`src/rtl/popcnt_share_sched.sv`:
```
// Round-robin scheduler sharing one 16-bit popcount unit among N_REQ packet streams.
// Each granted packet's set bits are summed (saturating) and returned tagged with its owner.
module popcnt_share_sched #(
  parameter int N_REQ = 4,
  parameter int ACC_W = 12,
  localparam int ID_W = (N_REQ > 2) ? $clog2(N_REQ) : 1
) (
  input  logic                 clk,
  input  logic                 rst,
  input  logic [N_REQ-1:0]     req_valid,
  input  logic [N_REQ-1:0]     req_last,
  input  logic [16*N_REQ-1:0]  req_data,
  output logic [N_REQ-1:0]     req_ready,
  output logic                 res_valid,
  input  logic                 res_ready,
  output logic [ACC_W-1:0]     res_count,
  output logic [ID_W-1:0]      res_id,
  output logic                 res_sat,
  output logic                 busy
);

  typedef enum logic [1:0] {
    S_IDLE,
    S_ACCUM,
    S_RESULT
  } state_t;

  localparam logic [ID_W:0]   N_REQ_V  = (ID_W+1)'(N_REQ);
  localparam logic [ID_W-1:0] LAST_IDX = ID_W'(N_REQ - 1);

  state_t            r_state;
  state_t            w_stateNext;
  logic [ID_W-1:0]   r_ptr;
  logic [ID_W-1:0]   r_grant;
  logic [ACC_W-1:0]  r_acc;
  logic              r_sat;
  logic [ACC_W-1:0]  r_resCount;
  logic [ID_W-1:0]   r_resId;
  logic              r_resSat;

  logic [ID_W-1:0]   w_winner;
  logic              w_anyValid;
  logic [15:0]       w_beat;
  logic [4:0]        w_pc;
  logic              w_xfer;
  logic              w_lastBeat;
  logic [ACC_W:0]    w_sum;
  logic [ACC_W-1:0]  w_accNext;
  logic              w_satNext;
  logic [ID_W-1:0]   w_ptrNext;

  // First valid requester at or after ptr, wrapping modulo N_REQ.
  function automatic logic [ID_W-1:0] rrPick(input logic [N_REQ-1:0] valid,
                                              input logic [ID_W-1:0]  ptr);
    logic [ID_W:0]   idx;
    logic            found;
    logic [ID_W-1:0] pick;
    pick  = ptr;
    found = 1'b0;
    for (int k = 0; k < N_REQ; k++) begin
      idx = {1'b0, ptr} + (ID_W+1)'(k);
      if (idx >= N_REQ_V) idx = idx - N_REQ_V;
      if (!found && valid[idx[ID_W-1:0]]) begin
        pick  = idx[ID_W-1:0];
        found = 1'b1;
      end
    end
    return pick;
  endfunction

  function automatic logic [4:0] popcount16(input logic [15:0] d);
    logic [4:0] cnt;
    cnt = 5'd0;
    for (int i = 0; i < 16; i++) cnt = cnt + 5'(d[i]);
    return cnt;
  endfunction

  assign w_anyValid = |req_valid;
  assign w_winner   = rrPick(req_valid, r_ptr);
  assign w_beat     = req_data[{r_grant, 4'b0000} +: 16];
  assign w_pc       = popcount16(w_beat);
  assign w_xfer     = (r_state == S_ACCUM) && req_valid[r_grant];
  assign w_lastBeat = req_last[r_grant];
  assign w_ptrNext  = (r_grant == LAST_IDX) ? '0 : r_grant + 1'b1;

  // Once the carry-out sets, the accumulator pins at all-ones and sat stays sticky.
  assign w_sum      = {1'b0, r_acc} + (ACC_W+1)'(w_pc);
  assign w_accNext  = w_sum[ACC_W] ? '1 : w_sum[ACC_W-1:0];
  assign w_satNext  = r_sat | w_sum[ACC_W];

  always_ff @(posedge clk) begin
    if (rst) r_state <= S_IDLE;
    else     r_state <= w_stateNext;
  end

  always_comb begin
    w_stateNext = r_state;
    case (r_state)
      S_IDLE:   if (w_anyValid) w_stateNext = S_ACCUM;
      S_ACCUM:  if (w_xfer && w_lastBeat) w_stateNext = S_RESULT;
      S_RESULT: if (res_ready) w_stateNext = S_IDLE;
      default:  w_stateNext = S_IDLE;
    endcase
  end

  always_ff @(posedge clk) begin
    if (rst) begin
      r_ptr      <= '0;
      r_grant    <= '0;
      r_acc      <= '0;
      r_sat      <= 1'b0;
      r_resCount <= '0;
      r_resId    <= '0;
      r_resSat   <= 1'b0;
    end else begin
      case (r_state)
        S_IDLE: begin
          if (w_anyValid) begin
            r_grant <= w_winner;
            r_acc   <= '0;
            r_sat   <= 1'b0;
          end
        end
        S_ACCUM: begin
          if (w_xfer) begin
            r_acc <= w_accNext;
            r_sat <= w_satNext;
            if (w_lastBeat) begin
              r_resCount <= w_accNext;
              r_resSat   <= w_satNext;
              r_resId    <= r_grant;
              r_ptr      <= w_ptrNext;
            end
          end
        end
        default: ;
      endcase
    end
  end

  // Handshake outputs depend only on registered state so no input reaches them combinationally.
  always_comb begin
    req_ready = '0;
    if (r_state == S_ACCUM) req_ready[r_grant] = 1'b1;
  end

  assign res_valid = (r_state == S_RESULT);
  assign busy      = (r_state != S_IDLE);
  assign res_count = r_resCount;
  assign res_id    = r_resId;
  assign res_sat   = r_resSat;

endmodule

```
`config.mk`:
```
export PLATFORM = sky130hd
export DESIGN_NAME = popcnt_share_sched
export DESIGN_NICKNAME = d
export VERILOG_FILES = /design/src/rtl/popcnt_share_sched.sv
export SDC_FILE = /design/constraint.sdc
export NUM_CORES = 1
export LEC_CHECK = 0
export CAP_MARGIN = 0
export CORE_UTILIZATION = 45
export DETAILED_ROUTE_END_ITERATION = 7
export PLACE_DENSITY_LB_ADDON = 0.15
export SETUP_SLACK_MARGIN = 0.3
export SKIP_CTS_REPAIR_TIMING = 1
export SYNTH_ARGS = -nofsm -noshare
export SYNTH_HDL_FRONTEND = slang
export SYNTH_SLANG_ARGS = --single-unit
export TNS_END_PERCENT = 1
```
`constraint.sdc`:
```
create_clock -name clk -period 7.5 [get_ports clk]
set_clock_uncertainty 0.1 [all_clocks]
set_input_delay 1.125 -clock clk [delete_from_list [all_inputs] [get_ports clk]]
set_output_delay 1.125 -clock clk [all_outputs]
set_load 0.03 [all_outputs]
```
After elaboration in Yosys (flattened, before gate mapping). Index checks and enable logic that the tools add are counted.

Add/sub/neg operators: 24. $lt $le $gt $ge: 10. Eq/ne operators: 7. Shifts and indexed selects: 1. Muxes and demuxes: 38. Bitwise gates (word level): 1. Reductions and logical operators: 17.

Operator list (number): indexed part select 64 x 7 -> 16 bit (1); adder 5 x 1 -> 5 bit (11); two-way mux 12 bit (3); two-way mux 2 bit (12); one-hot mux 12 bit (2 select lines) (1); less-than comparator 2 x 3 -> 1 bit (second input constant) (5); adder 12 x 5 -> 13 bit (1); binary-select mux 1 bit (select 2 bit) (6); two-way mux 1 bit (12); >= comparator 3 bit (second input constant) (3); AND reduction 3 bit (3); subtractor 2 x 1 -> 2 bit (second input constant) (4); adder 2 x 2 -> 3 bit (second input constant) (2); logical AND 1 bit (6); != test 2 bit (second input constant) (3); one-hot mux 2 bit (3 select lines) (1); adder 4 x 1 -> 5 bit (1); adder 3 x 1 -> 4 bit (1); equality test 2 bit (second input constant) (2); two-way mux 4 bit (1); nonzero test 2 bit (2); OR reduction 4 bit (1); adder 2 x 1 -> 3 bit (1); adder 2 x 1 -> 3 bit (second input constant) (1); 12 further kinds (14).

Flip-flop bits (word level): 34. Bits of input ports: 75. Word-level logic and storage cells: 106.

Depth between registers and ports, before layout.
Depth after elaboration: 20. Mapped depth: 17. Mapped depth without buffers: 16.

Worst setup path before layout. No wires, ideal clock.

Path type: input-to-reg. From: in req_data[52]. To: reg r_resCount[5], in the netlist res_count[5]. Arrival: 5.397 ns. Path slack: 1.866 ns. Cell stages on the path: 14. Path buffers: 0. Cells stage by stage: mux4_2 fa_1 fa_1 fa_1 inv_1 fa_1 fa_1 inv_1 fa_1 a21o_1 a31o_2 and2_1 a2111oi_0 a211oi_1.

Word-level cells in the longest chain between the ends: 15.

Ends and longest elaborated chain: start: declaration (line 12) `input logic [16*N_REQ-1:0] req_data,`; indexed part select 64 x 7 -> 16 bit (line 80) `assign w_beat = req_data[{r_grant, 4'b0000} +: 16];`; adder 4 x 1 -> 5 bit (line 74) `for (int i = 0; i < 16; i++) cnt = cnt + 5'(d[i]);`; adder 5 x 1 -> 5 bit (11 in a row) (line 74); adder 12 x 5 -> 13 bit (line 87) `assign w_sum = {1'b0, r_acc} + (ACC_W+1)'(w_pc);`; two-way mux 12 bit (line 88) `assign w_accNext = w_sum[ACC_W] ? '1 : w_sum[ACC_W-1:0];`; end signal: assignment (line 129) `r_resCount <= w_accNext;`; end: declaration (line 37) `logic [ACC_W-1:0] r_resCount;`.

Every way passes these cells. A chain may end at the register's enable or synchronous reset.

Worst setup path after layout. Ends and elaborated chain as after synthesis.

==> metrics.txt <==
Clock Latency Late Sink=approximately 0.29 ns; share of post-route cells with drive strength above 1=between 10 and 15%; num rows=27; Most used DFF post-synth=dfxtp_1; drt via density=around 5.4; placed cells=roughly 440; Critical Path, Cell by Cell=clkdlybuf4s50_1 > mux4_2 > fa_1 > fa_1 > fa_1 > inv_1 > fa_1 > fa_1 > inv_1 > fa_1 > a21o_1 > a31o_2 > and2_1 > a2111oi_0 > a211oi_1; P&R area growth vs syn=40.9%; Reg2Reg Depth=17; net switching power=roughly 0.44 mW; I/O pins=between 90 and 100; minimum clock period=5.99 ns; Sink Count=34; WP data required=7.53 ns; # port buffers=95; n_diodes=0; clock network fraction of total power=14.0%; Crit Path Max Fanout=8; #FFs+latches synth=34; Worst-path clk slew=about 0.070 ns; max_cap viols=0; FFs w/ async S/R, synth=0%; post-route insts no fill=between 400 and 500; CTS root buffer=clkbuf_8; pwr dens=approximately 270 nW/um^2; total track usage=a little over a fifth; first-pass GRT wire length=around 10000 um; Seq. cell area=between 600 and 700 sq um; top-count cell post-synth=dfxtp_1; synth top area cells=dfxtp_1, mux4_2, fa_1; Mapped Cells=279; global route total overflow=0; die height=78.7 um; Syn Nets=about 380; startpoint types=input pin; Fillers=~460; critical path's most frequent cell=fa_1; WS Path Type=input pin to register; die area=a little over 6000 sq um; worst reg2reg startpoint=r_grant[0]; CTS Buf Count=5; Antenna Nets Post-Route=0; combinational fraction of design power=64.8%; outcome=finished, final reports clean; Fmax=about 170 MHz; DRT Pass-1 Iters=4; synth cell count leaders=dfxtp_1, inv_1, nor2_1; via count=2389; final WL=~6300 um; core box area=between 5000 and 6000 sq um; Worst path slowest cell=fa_1; syn avg cell area=around 9.5 sq um; dpl hpwl=between 5000 and 6000 um; register area share after synthesis=between 20% and 30%; vias in the first global route=2311; # nets final=about 470; Setup violations, final=0; Initial Utilization=47.5%; DR DRC count=0; pin count of the biggest net entering global routing=28; Net Sw Frac=43.9%; YS warnings=0; Design Power=about 1 mW; CTS H-Tree Depth=2; initial DRC count=approximately 120; Final GP Congestion=a little under 0.9; Final Max Tran Viols=0; Netlist cell types=47; Slew HR=25.5%; Reg power frac=21.2%; peak supply drop=0.200 mV; area of the mapped netlist=2650 sq um; Hold Violations, Final=0; Hold EP=r_sat; Yosys top cell by area=dfxtp_1; area of the multi-input gates=about 1800 sq um; min-delay worst type=register to register; HP Start=r_sat; CP Data Arrival Time=around 6 ns; worst reg2reg setup slack=~1.8 ns; Hold Path Depth=2; EDFF count, synth=0; Max Root-Sink Buffers=2; Final period util=79.8%; Worst R2R End=res_count[5]; RSZ-0062 raised after global routing=false; worst slew pin tran=approximately 1.1 ns; Die Span X=roughly 79 um; Pleak=about 1.5 nW; crit end category=register; CTS tree=yes; DR WL/cell=roughly 14 um; Worst path max stage delay=0.61 ns; initial antenna violation count=0; area share of the largest cell type after synthesis=roughly a quarter; Sum Neg Setup Slack=0 ns; Pint=between 0.5 and 0.6 mW
[state kept, by name, summed over array words and instances (netlist names)]
signal,flops
r_ptr,2
res_sat,1
r_grant,2
r_state,2
r_sat,1
res_count,12
r_acc,12
res_id,2
[metrics by stage]
stage	utilization [%]	setup slack [ns]	hold slack [ns]	instance area [sq um]
global placement	65.2	1.27	0.350	3640
finish	66.9	1.51	0.360	3730
CTS	66.9	1.52	0.358	3730
detailed placement	65.2	1.20	0.349	3640
global route	66.9	1.21	0.386	3730
floorplan	-	1.87	0.331	2650
[cell usage in the layout, fill, tap and decap left out, drive strengths merged, types with 2 or more instances in the layout]
| cell type | count |
|---|---|
| dfxtp | 34 |
| nor3 | 3 |
| nand3 | 5 |
| a211oi | 9 |
| nand2 | 19 |
| mux2i | 7 |
| nor2 | 27 |
| and3 | 2 |
| o31ai | 2 |
| and2 | 7 |
| a21oi | 11 |
| clkdlybuf4s50 | 95 |
| mux4 | 18 |
| inv | 33 |
| o221ai | 3 |
| a31o | 3 |
| fa | 12 |
| a22o | 3 |
| ha | 12 |
| o22ai | 4 |
| xor2 | 3 |
| a21o | 6 |
| nand2b | 3 |
| clkbuf | 7 |
| o31a | 2 |
| nor2b | 4 |
| buf | 4 |
| o211ai | 2 |
| mux2 | 2 |
| o21ai | 11 |
| nor4 | 2 |
| nand4 | 4 |
[metal layers]
layer | track usage (%) | wire length, um
met1 | 28.7 | 2820
met3 | 5.93 | 350
met5 | 0 | 0
met4 | 2.78 | 17
met2 | 35.7 | 3120
[kinds of logic after synthesis]
logic type | after synthesis | synth area share [%]
adders and majority gates | 24 | 14.8
muxes | 27 | 18.8
and+or+nand+nor | 78 | 14.1
DFF | 34 | 25.7
xor gates and xnor gates | 4 | 1.32
buffers and inverters | 48 | 7.75
AOI/OAI and AO/OA | 64 | 17.5
[critical path: cells and delay by family]
kind,cells,cell delay (ns)
compound gates,4,0.98
mux,1,0.49
fa+ha+maj,6,2.73
simple gates,1,0.18
buf+inv,3,0.49
[layout make-up]
cell class              count  area share (%)
clock buffers               7            2.32
flip-flops and latches     34            18.3
multi-input cells         197            47.2
well taps                  72            2.42
clock inverters             1           0.134
repair buffers             99            26.3
inverters                  33            3.32
[worst max-delay path by stage]
stage	endpoint	startpoint	cells after the start	slack [ns]
after detailed placement	res_count[5]	req_data[52]	15	1.20
after global placement	res_count[5]	req_data[52]	15	1.27
after global routing	res_count[5]	req_data[36]	15	1.21
after CTS	res_count[5]	req_data[52]	15	1.52
after floorplan	res_count[5]	req_data[52]	14	1.87
final	res_count[5]	req_data[52]	15	1.51
[power groups by stage]
stage / clock network (mW) / logic (mW) / registers [mW]
6_report: 0.140 / 0.651 / 0.213
5_1_grt: 0.152 / 0.746 / 0.216
4_1_cts: 0.144 / 0.655 / 0.214
3_5_place_dp: 0 / 0.647 / 0.217
3_3_place_gp: 0 / 0.638 / 0.216
2_1_floorplan: 0 / 0.460 / 0.224
No activity file was read; power rests on OpenSTA's default activity.
